<file path="src/rtl/mem_sched_if.sv">
// Bundle of UART, engine handshake and RAM-port signals around the mem_sched arbiter.
// The master modport is the scheduler's view; slave is the surrounding system.
`timescale 1ns/1ps
interface mem_sched_if #(
  parameter int unsigned ADDR_W = 8,
  parameter int unsigned DATA_W = 8
);
  logic [7:0]        rx_data;
  logic              rx_ready;
  logic              eng_rx_ready;
  logic              act_clear;
  logic              act_capture;
  logic              act_dump;
  logic              done_clear;
  logic              done_capture;
  logic              done_dump;
  logic [ADDR_W-1:0] clr_mem_addr;
  logic [DATA_W-1:0] clr_mem_data;
  logic              clr_mem_we;
  logic [ADDR_W-1:0] cap_mem_addr;
  logic [DATA_W-1:0] cap_mem_data;
  logic              cap_mem_we;
  logic [ADDR_W-1:0] dmp_mem_addr;
  logic [ADDR_W-1:0] mem_addr;
  logic [DATA_W-1:0] mem_data;
  logic              mem_we;
  logic              busy;
  logic              err;
  logic              timeout;

  modport master (
    input  rx_data, rx_ready, done_clear, done_capture, done_dump,
           clr_mem_addr, clr_mem_data, clr_mem_we,
           cap_mem_addr, cap_mem_data, cap_mem_we, dmp_mem_addr,
    output eng_rx_ready, act_clear, act_capture, act_dump,
           mem_addr, mem_data, mem_we, busy, err, timeout
  );

  modport slave (
    output rx_data, rx_ready, done_clear, done_capture, done_dump,
           clr_mem_addr, clr_mem_data, clr_mem_we,
           cap_mem_addr, cap_mem_data, cap_mem_we, dmp_mem_addr,
    input  eng_rx_ready, act_clear, act_capture, act_dump,
           mem_addr, mem_data, mem_we, busy, err, timeout
  );
endinterface

</file>
<file path="src/rtl/mem_sched.sv">
// Command decoder and single-port RAM arbiter for the clear/capture/dump engines.
// Optional run watchdog enabled by defining MEM_SCHED_TIMEOUT_EN.
`timescale 1ns/1ps
module mem_sched #(
  parameter int unsigned ADDR_W         = 8,
  parameter int unsigned DATA_W         = 8,
  parameter logic [7:0]  CMD_CLEAR      = 8'h43,
  parameter logic [7:0]  CMD_CAPTURE    = 8'h53,
  parameter logic [7:0]  CMD_DUMP       = 8'h52,
  parameter int unsigned TIMEOUT_CYCLES = 50_000_000
) (
  input  logic         clk_50mhz,
  input  logic         reset,
  mem_sched_if.master  bus
);

  typedef enum logic [1:0] {S_IDLE, S_RUN, S_RELEASE} state_t;
  typedef enum logic [1:0] {G_NONE, G_CLR, G_CAP, G_DMP} gnt_t;

  state_t     r_state, w_state_nxt;
  gnt_t       r_gnt, w_gnt_nxt;
  logic [2:0] r_act, w_act_nxt;   // {dump, capture, clear}
  logic       r_err, w_err_nxt;
  logic       r_busy;
  logic       w_done;
  logic       w_expire;

  // Done of the engine currently holding the grant; others are ignored.
  always_comb begin
    w_done = 1'b0;
    case (r_gnt)
      G_CLR:   w_done = bus.done_clear;
      G_CAP:   w_done = bus.done_capture;
      G_DMP:   w_done = bus.done_dump;
      default: w_done = 1'b0;
    endcase
  end

`ifdef MEM_SCHED_TIMEOUT_EN
  localparam int unsigned CNT_W = $clog2(TIMEOUT_CYCLES + 1);

  logic [CNT_W-1:0] r_cnt;
  logic             r_timeout;

  // Counter sits at zero outside RUN, so it starts from zero on every entry.
  always_ff @(posedge clk_50mhz or posedge reset) begin
    if (reset) begin
      r_cnt     <= '0;
      r_timeout <= 1'b0;
    end else begin
      r_cnt     <= (r_state == S_RUN) ? r_cnt + CNT_W'(1) : '0;
      r_timeout <= (r_state == S_RUN) && w_expire && !w_done;
    end
  end

  assign w_expire    = (r_cnt == CNT_W'(TIMEOUT_CYCLES - 1));
  assign bus.timeout = r_timeout;
`else
  assign w_expire    = 1'b0;
  assign bus.timeout = 1'b0;
`endif

  always_ff @(posedge clk_50mhz or posedge reset) begin
    if (reset) begin
      r_state <= S_IDLE;
      r_gnt   <= G_NONE;
      r_act   <= 3'b000;
      r_err   <= 1'b0;
      r_busy  <= 1'b0;
    end else begin
      r_state <= w_state_nxt;
      r_gnt   <= w_gnt_nxt;
      r_act   <= w_act_nxt;
      r_err   <= w_err_nxt;
      r_busy  <= (w_state_nxt != S_IDLE);
    end
  end

  always_comb begin
    w_state_nxt = r_state;
    w_gnt_nxt   = r_gnt;
    w_act_nxt   = r_act;
    w_err_nxt   = 1'b0;
    case (r_state)
      S_IDLE: begin
        if (bus.rx_ready) begin
          if (bus.rx_data == CMD_CLEAR) begin
            w_gnt_nxt   = G_CLR;
            w_act_nxt   = 3'b001;
            w_state_nxt = S_RUN;
          end else if (bus.rx_data == CMD_CAPTURE) begin
            w_gnt_nxt   = G_CAP;
            w_act_nxt   = 3'b010;
            w_state_nxt = S_RUN;
          end else if (bus.rx_data == CMD_DUMP) begin
            w_gnt_nxt   = G_DMP;
            w_act_nxt   = 3'b100;
            w_state_nxt = S_RUN;
          end else begin
            w_err_nxt   = 1'b1;
          end
        end
      end
      S_RUN: begin
        // Done takes priority over a watchdog expiry in the same cycle.
        if (w_done || w_expire) begin
          w_act_nxt   = 3'b000;
          w_state_nxt = S_RELEASE;
        end
      end
      S_RELEASE: begin
        w_act_nxt = 3'b000;
        w_err_nxt = bus.rx_ready;
        if (!w_done) begin
          w_gnt_nxt   = G_NONE;
          w_state_nxt = S_IDLE;
        end
      end
      default: begin
        w_state_nxt = S_IDLE;
        w_gnt_nxt   = G_NONE;
        w_act_nxt   = 3'b000;
      end
    endcase
  end

  // Zero-latency RAM port mux; the dump engine only reads.
  always_comb begin
    bus.mem_addr = '0;
    bus.mem_data = '0;
    bus.mem_we   = 1'b0;
    case (r_gnt)
      G_CLR: begin
        bus.mem_addr = bus.clr_mem_addr;
        bus.mem_data = bus.clr_mem_data;
        bus.mem_we   = bus.clr_mem_we;
      end
      G_CAP: begin
        bus.mem_addr = bus.cap_mem_addr;
        bus.mem_data = bus.cap_mem_data;
        bus.mem_we   = bus.cap_mem_we;
      end
      G_DMP:   bus.mem_addr = bus.dmp_mem_addr;
      default: bus.mem_addr = '0;
    endcase
  end

  assign bus.eng_rx_ready = bus.rx_ready && (r_state == S_RUN);
  assign bus.act_clear    = r_act[0];
  assign bus.act_capture  = r_act[1];
  assign bus.act_dump     = r_act[2];
  assign bus.busy         = r_busy;
  assign bus.err          = r_err;

endmodule

</file>
<file path="src/flat_wrapper.sv">
// flat-port wrapper written by rule: the top's interface ports become plain ports
module mem_sched_flat 
#(
  parameter int unsigned ADDR_W         = 8,
  parameter int unsigned DATA_W         = 8,
  parameter logic [7:0]  CMD_CLEAR      = 8'h43,
  parameter logic [7:0]  CMD_CAPTURE    = 8'h53,
  parameter logic [7:0]  CMD_DUMP       = 8'h52,
  parameter int unsigned TIMEOUT_CYCLES = 50_000_000
)
  (clk_50mhz, reset, bus_rx_data, bus_rx_ready, bus_done_clear, bus_done_capture, bus_done_dump, bus_clr_mem_addr, bus_clr_mem_data, bus_clr_mem_we, bus_cap_mem_addr, bus_cap_mem_data, bus_cap_mem_we, bus_dmp_mem_addr, bus_eng_rx_ready, bus_act_clear, bus_act_capture, bus_act_dump, bus_mem_addr, bus_mem_data, bus_mem_we, bus_busy, bus_err, bus_timeout);
  mem_sched_if #(.ADDR_W(ADDR_W), .DATA_W(DATA_W)) bus_i ();
  input  logic clk_50mhz;
  input  logic reset;
  input wire logic [$bits(bus_i.rx_data)-1:0] bus_rx_data;
  input wire logic [$bits(bus_i.rx_ready)-1:0] bus_rx_ready;
  input wire logic [$bits(bus_i.done_clear)-1:0] bus_done_clear;
  input wire logic [$bits(bus_i.done_capture)-1:0] bus_done_capture;
  input wire logic [$bits(bus_i.done_dump)-1:0] bus_done_dump;
  input wire logic [$bits(bus_i.clr_mem_addr)-1:0] bus_clr_mem_addr;
  input wire logic [$bits(bus_i.clr_mem_data)-1:0] bus_clr_mem_data;
  input wire logic [$bits(bus_i.clr_mem_we)-1:0] bus_clr_mem_we;
  input wire logic [$bits(bus_i.cap_mem_addr)-1:0] bus_cap_mem_addr;
  input wire logic [$bits(bus_i.cap_mem_data)-1:0] bus_cap_mem_data;
  input wire logic [$bits(bus_i.cap_mem_we)-1:0] bus_cap_mem_we;
  input wire logic [$bits(bus_i.dmp_mem_addr)-1:0] bus_dmp_mem_addr;
  output wire logic [$bits(bus_i.eng_rx_ready)-1:0] bus_eng_rx_ready;
  output wire logic [$bits(bus_i.act_clear)-1:0] bus_act_clear;
  output wire logic [$bits(bus_i.act_capture)-1:0] bus_act_capture;
  output wire logic [$bits(bus_i.act_dump)-1:0] bus_act_dump;
  output wire logic [$bits(bus_i.mem_addr)-1:0] bus_mem_addr;
  output wire logic [$bits(bus_i.mem_data)-1:0] bus_mem_data;
  output wire logic [$bits(bus_i.mem_we)-1:0] bus_mem_we;
  output wire logic [$bits(bus_i.busy)-1:0] bus_busy;
  output wire logic [$bits(bus_i.err)-1:0] bus_err;
  output wire logic [$bits(bus_i.timeout)-1:0] bus_timeout;
  assign bus_i.rx_data = bus_rx_data;
  assign bus_i.rx_ready = bus_rx_ready;
  assign bus_i.done_clear = bus_done_clear;
  assign bus_i.done_capture = bus_done_capture;
  assign bus_i.done_dump = bus_done_dump;
  assign bus_i.clr_mem_addr = bus_clr_mem_addr;
  assign bus_i.clr_mem_data = bus_clr_mem_data;
  assign bus_i.clr_mem_we = bus_clr_mem_we;
  assign bus_i.cap_mem_addr = bus_cap_mem_addr;
  assign bus_i.cap_mem_data = bus_cap_mem_data;
  assign bus_i.cap_mem_we = bus_cap_mem_we;
  assign bus_i.dmp_mem_addr = bus_dmp_mem_addr;
  assign bus_eng_rx_ready = bus_i.eng_rx_ready;
  assign bus_act_clear = bus_i.act_clear;
  assign bus_act_capture = bus_i.act_capture;
  assign bus_act_dump = bus_i.act_dump;
  assign bus_mem_addr = bus_i.mem_addr;
  assign bus_mem_data = bus_i.mem_data;
  assign bus_mem_we = bus_i.mem_we;
  assign bus_busy = bus_i.busy;
  assign bus_err = bus_i.err;
  assign bus_timeout = bus_i.timeout;
  mem_sched #(.ADDR_W(ADDR_W), .DATA_W(DATA_W), .CMD_CLEAR(CMD_CLEAR), .CMD_CAPTURE(CMD_CAPTURE), .CMD_DUMP(CMD_DUMP), .TIMEOUT_CYCLES(TIMEOUT_CYCLES)) u_core (.clk_50mhz(clk_50mhz), .reset(reset), .bus(bus_i));
endmodule
</file>
<file path="config.mk">
export PLATFORM = sky130hd
export DESIGN_NAME = mem_sched_flat
export DESIGN_NICKNAME = d
export VERILOG_FILES = /design/src/rtl/mem_sched_if.sv /design/src/rtl/mem_sched.sv /design/src/flat_wrapper.sv
export SDC_FILE = /design/constraint.sdc
export NUM_CORES = 1
export LEC_CHECK = 0
export ABC_AREA = 0
export ABC_CLOCK_PERIOD_IN_PS = 2400
export CORE_MARGIN = 1
export CORE_UTILIZATION = 30
export DETAILED_ROUTE_END_ITERATION = 16
export HOLD_SLACK_MARGIN = 0.03
export PLACE_DENSITY = 0.87
export REMOVE_ABC_BUFFERS = 1
export SETUP_SLACK_MARGIN = 0.2
export SYNTH_ARGS = -nofsm -noshare
export SYNTH_HDL_FRONTEND = slang
export SYNTH_SLANG_ARGS = --single-unit
</file>
<file path="constraint.sdc">
create_clock -name clk_50mhz -period 2.4 [get_ports clk_50mhz]
set_input_delay 0.36 -clock clk_50mhz [delete_from_list [all_inputs] [get_ports clk_50mhz]]
set_output_delay 0.36 -clock clk_50mhz [all_outputs]
set_load 0.01 [all_outputs]
</file>
==> out/metrics.sh <==
CP.ARRIVAL_NS=1.76
SLEW_VIOLATIONS=0
WORST_R2R_STARTPOINT='u_core.r_gnt[0]$_DFFE_PP0P_'
SYNTHESIS.AREA_SQ_UM=845
CRITPATHREQUIREDTIME_NS=2.04
GRT_PASS1_WL_MICRONS=4710
PLACE_CONGESTION=0.836
CTS_SINKS=9
POSTSYNTHAREAPERCELL_SQ_UM=8.45
END_KIND='output port'
RRSETUPSLACK_NS=0.43
WORST_SKEW_PAIR.LATE_LATENCY_NS=0.27
POWER.LEAKAGE_nW=0.710
DRT-VIAS-PER-INSTANCE=5.67
POST_SYNTH_MAIN_AREA_CONTRIBUTORS='sky130_fd_sc_hd__dfrtp_1, sky130_fd_sc_hd__a222oi_1, sky130_fd_sc_hd__nor2b_1'
DPL_CELL_AREA_SQ_UM=1660
CRITPATHCAPTURE='bus_mem_addr[0]'
CTSHOLDBUFFERS=0
PERIOD_SHARE=0.883
DETAILEDROUTE.FIRSTITERATIONVIOLATIONS=54
CTS-BUFFERS-INSERTED=3
CRIT_START='u_core.r_gnt[0]$_DFFE_PP0P_'
DRT-PASS1-ITER-COUNT=5
DESIGN.CORE.AREA_SQ_UM=2570
YOSYS_REGISTER_BITS=9
POSTSYNTH.ASYNCRESETSHARE=1.00
POSTSYNTHCELLCOUNT=100
NUMBER_OF_TOP_LEVEL_PINS=80
GRT_ANTENNA_BEFORE_REPAIR=0
REG2REG_TO='u_core.r_act[0]$_DFFE_PP0P_'
CLKSLEWWORSTSETUPHOLDPATHS_NS=0.07
SYNTH_SEQUENTIAL_AREA_RATIO=0.267
FINALSETUPTNS_NS=0
CRITPATHKIND='flip-flop to output port'
SYNTH_TOP_CELL_AREA_SHARE=0.267
PIN_COUNT_OF_THE_BIGGEST_NET_ENTERING_GLOBAL_ROUTING=14
WL_MICRONS=3260
FLOORPLAN.INITIALDENSITY=0.329
FINAL.MIN_CLOCK_PERIOD_NS=2.12
WL_PER_CELL_MICRONS=15.5
MAXIMUM_COUNT_OF_CLOCK_BUFFERS_ALONG_A_SINGLE_PATH=2
GRT-OVFL-TOTAL=0
RSZ_0062_RAISED_AFTER_GLOBAL_ROUTING='false'
VDD_DROP_MAX_V=0.000474
MAX_FREQ_MHz=472
POSTLAYOUTCELLAREA_SQ_UM=1700
DRIVE_ABOVE_1_SHARE=0.0939
FINAL.SETUP_SKEW_NS=0.00478
POSTSYNTH.TOPFLOPCELL='sky130_fd_sc_hd__dfrtp_1'
DIE_AREA_SQ_UM=3030
N_FILL_CELL=214
OUTCOME='completed'
GRT_PASS1_VIAS=1089
YOSYSTOPAREACELL='sky130_fd_sc_hd__dfrtp_1'
MAX_SLEW.WORST_PIN.SLEW_NS=0.670
TIMING.MAX_CAP.VIOLATIONS=0
HOLD_PATH.CLASS='primary input to asynchronous set/reset pin'
VIA_COUNT=1197
SETUP-VIOLATIONS-FINAL=0
ANTENNA_CELLS_INSERTED=0
CORE.ROWCOUNT=18
DP.FINAL_HPWL_MICRONS=2550
LAYOUT_AREA_GROWTH_OVER_SYNTHESIS_PCT=102
HTREEDEPTH=1
POST_SYNTH_NUM_CELL_TYPES=37
CLOCKROOTBUFFER='sky130_fd_sc_hd__clkbuf_4'
DRT_DRC_VIOLATIONS_LEFT=0
CTS_TREE='yes'
NETS=242
GR-USAGE-ALL-LAYERS=0.216
DIE-WIDTH_MICRONS=55.1
CRIT_PATH_START_KIND='flip-flop'
P_PER_AREA_nW_PER_UM2=669
PLACEMENT.IO_BUFFERS=78
DIEHEIGHT_MICRONS=55.1
YOSYS_WARNINGS=0
ANTENNA_LEFT=0
FINALHOLDVIOLATIONS=0
MAX-SLEW-MARGIN-REL=0.553
SYNTH_EDF_COUNT=0
HIGHEST_FANOUT_SEEN_ON_THE_CRITICAL_PATH=9
REG2REGPATHDEPTH=6
==> power by group <==
group | internal, mW | switching [mW] | leakage, nW
Combinational | 0.436 | 0.378 | 0.582
Sequential | 0.179 | 0.0235 | 0.113
Clock | 0.0643 | 0.0583 | 0.0150
Total | 0.679 | 0.460 | 0.710
==> sequential cells by signal, indices dropped and copies added, names as in the netlist <==
signal	flops
u_core.r_state	2
u_core.bus.busy	1
u_core.r_act	3
u_core.bus.err	1
u_core.r_gnt	2
==> placed cells by master, fill, tap and decap left out, types with 2 or more instances in the layout <==
| master | count |
|---|---|
| sky130_fd_sc_hd__o211ai_1 | 4 |
| sky130_fd_sc_hd__nand4_1 | 3 |
| sky130_fd_sc_hd__a222oi_1 | 9 |
| sky130_fd_sc_hd__nor2_1 | 10 |
| sky130_fd_sc_hd__buf_4 | 7 |
| sky130_fd_sc_hd__a22oi_1 | 9 |
| sky130_fd_sc_hd__clkdlybuf4s50_1 | 61 |
| sky130_fd_sc_hd__clkdlybuf4s15_1 | 6 |
| sky130_fd_sc_hd__ha_1 | 3 |
| sky130_fd_sc_hd__o311ai_0 | 2 |
| sky130_fd_sc_hd__clkbuf_4 | 3 |
| sky130_fd_sc_hd__o21ai_0 | 4 |
| sky130_fd_sc_hd__inv_1 | 3 |
| sky130_fd_sc_hd__nor2b_1 | 11 |
| sky130_fd_sc_hd__clkbuf_2 | 2 |
| sky130_fd_sc_hd__dfrtp_1 | 9 |
| sky130_fd_sc_hd__dlygate4sd2_1 | 8 |
==> layout make-up <==
| cell class | count | area (sq um) | share of cell area |
|---|---|---|---|
| Timing Repair Buffer | 85 | 816 | 0.479 |
| Multi-Input combinational cell | 79 | 583 | 0.342 |
| Sequential cell | 9 | 225 | 0.132 |
| Tap cell | 30 | 37.5 | 0.0220 |
| Clock buffer | 4 | 26.3 | 0.0154 |
| Inverter | 4 | 15.0 | 0.00882 |
==> worst min-delay path by stage <==
stage                                      from                          end  slack, ns  depth (start not counted)
floorplan                                 reset    u_core.bus.busy$_DFF_PP0_       0.19                          1
global route                              reset  u_core.r_act[0]$_DFFE_PP0P_       0.42                          2
CTS                                       reset  u_core.r_act[0]$_DFFE_PP0P_       0.37                          2
global placement    u_core.r_act[1]$_DFFE_PP0P_  u_core.r_act[1]$_DFFE_PP0P_       0.53                          2
detailed placement  u_core.r_act[1]$_DFFE_PP0P_  u_core.r_act[1]$_DFFE_PP0P_       0.55                          2
finish                                    reset    u_core.bus.busy$_DFF_PP0_       0.36                          2
==> per-stage QoR <==
step | hold WS (ns) | utilization | setup WS (ns) | std cells | total power, mW
after floorplan | 0.188 | - | 0.678 | 92 | 0.606
final | 0.356 | 0.663 | 0.280 | 211 | 1.14
after CTS | 0.374 | 0.659 | 0.0753 | 210 | 1.13
after global placement | 0.534 | 0.646 | 0.311 | 204 | 1.05
after global routing | 0.422 | 0.663 | 0.200 | 211 | 1.23
after detailed placement | 0.550 | 0.646 | 0.198 | 204 | 1.07
==> critical path: stages, from the launching register on <==
cell and delay [ns]:
sky130_fd_sc_hd__dfrtp_1 0.39, sky130_fd_sc_hd__inv_1 0.08, sky130_fd_sc_hd__ha_1 0.21, sky130_fd_sc_hd__buf_4 0.17, sky130_fd_sc_hd__a222oi_1 0.32, sky130_fd_sc_hd__nor2_1 0.07
sky130_fd_sc_hd__clkdlybuf4s15_1 0.24
==> repair_timing <==
| action | in CTS | in global routing |
|---|---|---|
| setup endpoints to repair | 17 | 9 |
| gates resized for setup | 19 | 11 |
| setup buffers | 2 | 1 |
| pin swaps | 1 | 7 |
==> cells in the mapped netlist (2+ instances only) <==
cell type                  instances
sky130_fd_sc_hd__dfrtp_1           9
sky130_fd_sc_hd__nand4_1           3
sky130_fd_sc_hd__o21ai_0           4
sky130_fd_sc_hd__nor2_1           10
sky130_fd_sc_hd__inv_1             4
sky130_fd_sc_hd__a22oi_1           9
sky130_fd_sc_hd__ha_1              4
sky130_fd_sc_hd__o211ai_1          4
sky130_fd_sc_hd__clkbuf_1          4
sky130_fd_sc_hd__a222oi_1          9
sky130_fd_sc_hd__o311ai_0          2
sky130_fd_sc_hd__nor2b_1          11
sky130_fd_sc_hd__buf_1             3
==> layer usage <==
metal / vias to the layer above / global-route usage / part of all wire
li1: 556 / - / -
met3: 6 / 0.0355 / 0.13
met4: 0 / 0.0708 / 0.017
met1: 556 / 0.258 / 0.37
met5: - / 0 / 0
met2: 79 / 0.388 / 0.48
==> cells by family after synthesis <==
logic type,after synthesis,share of synthesized area
AO/OA/AOI/OAI,34,0.326
XOR/XNOR,2,0.0207
adder cells (fa/ha/maj),4,0.0593
buffers and inverters,12,0.0578
flip-flops,9,0.267
other,1,0.00444
AND/OR/NAND/NOR,38,0.265
No activity file was read; power rests on OpenSTA's default activity.
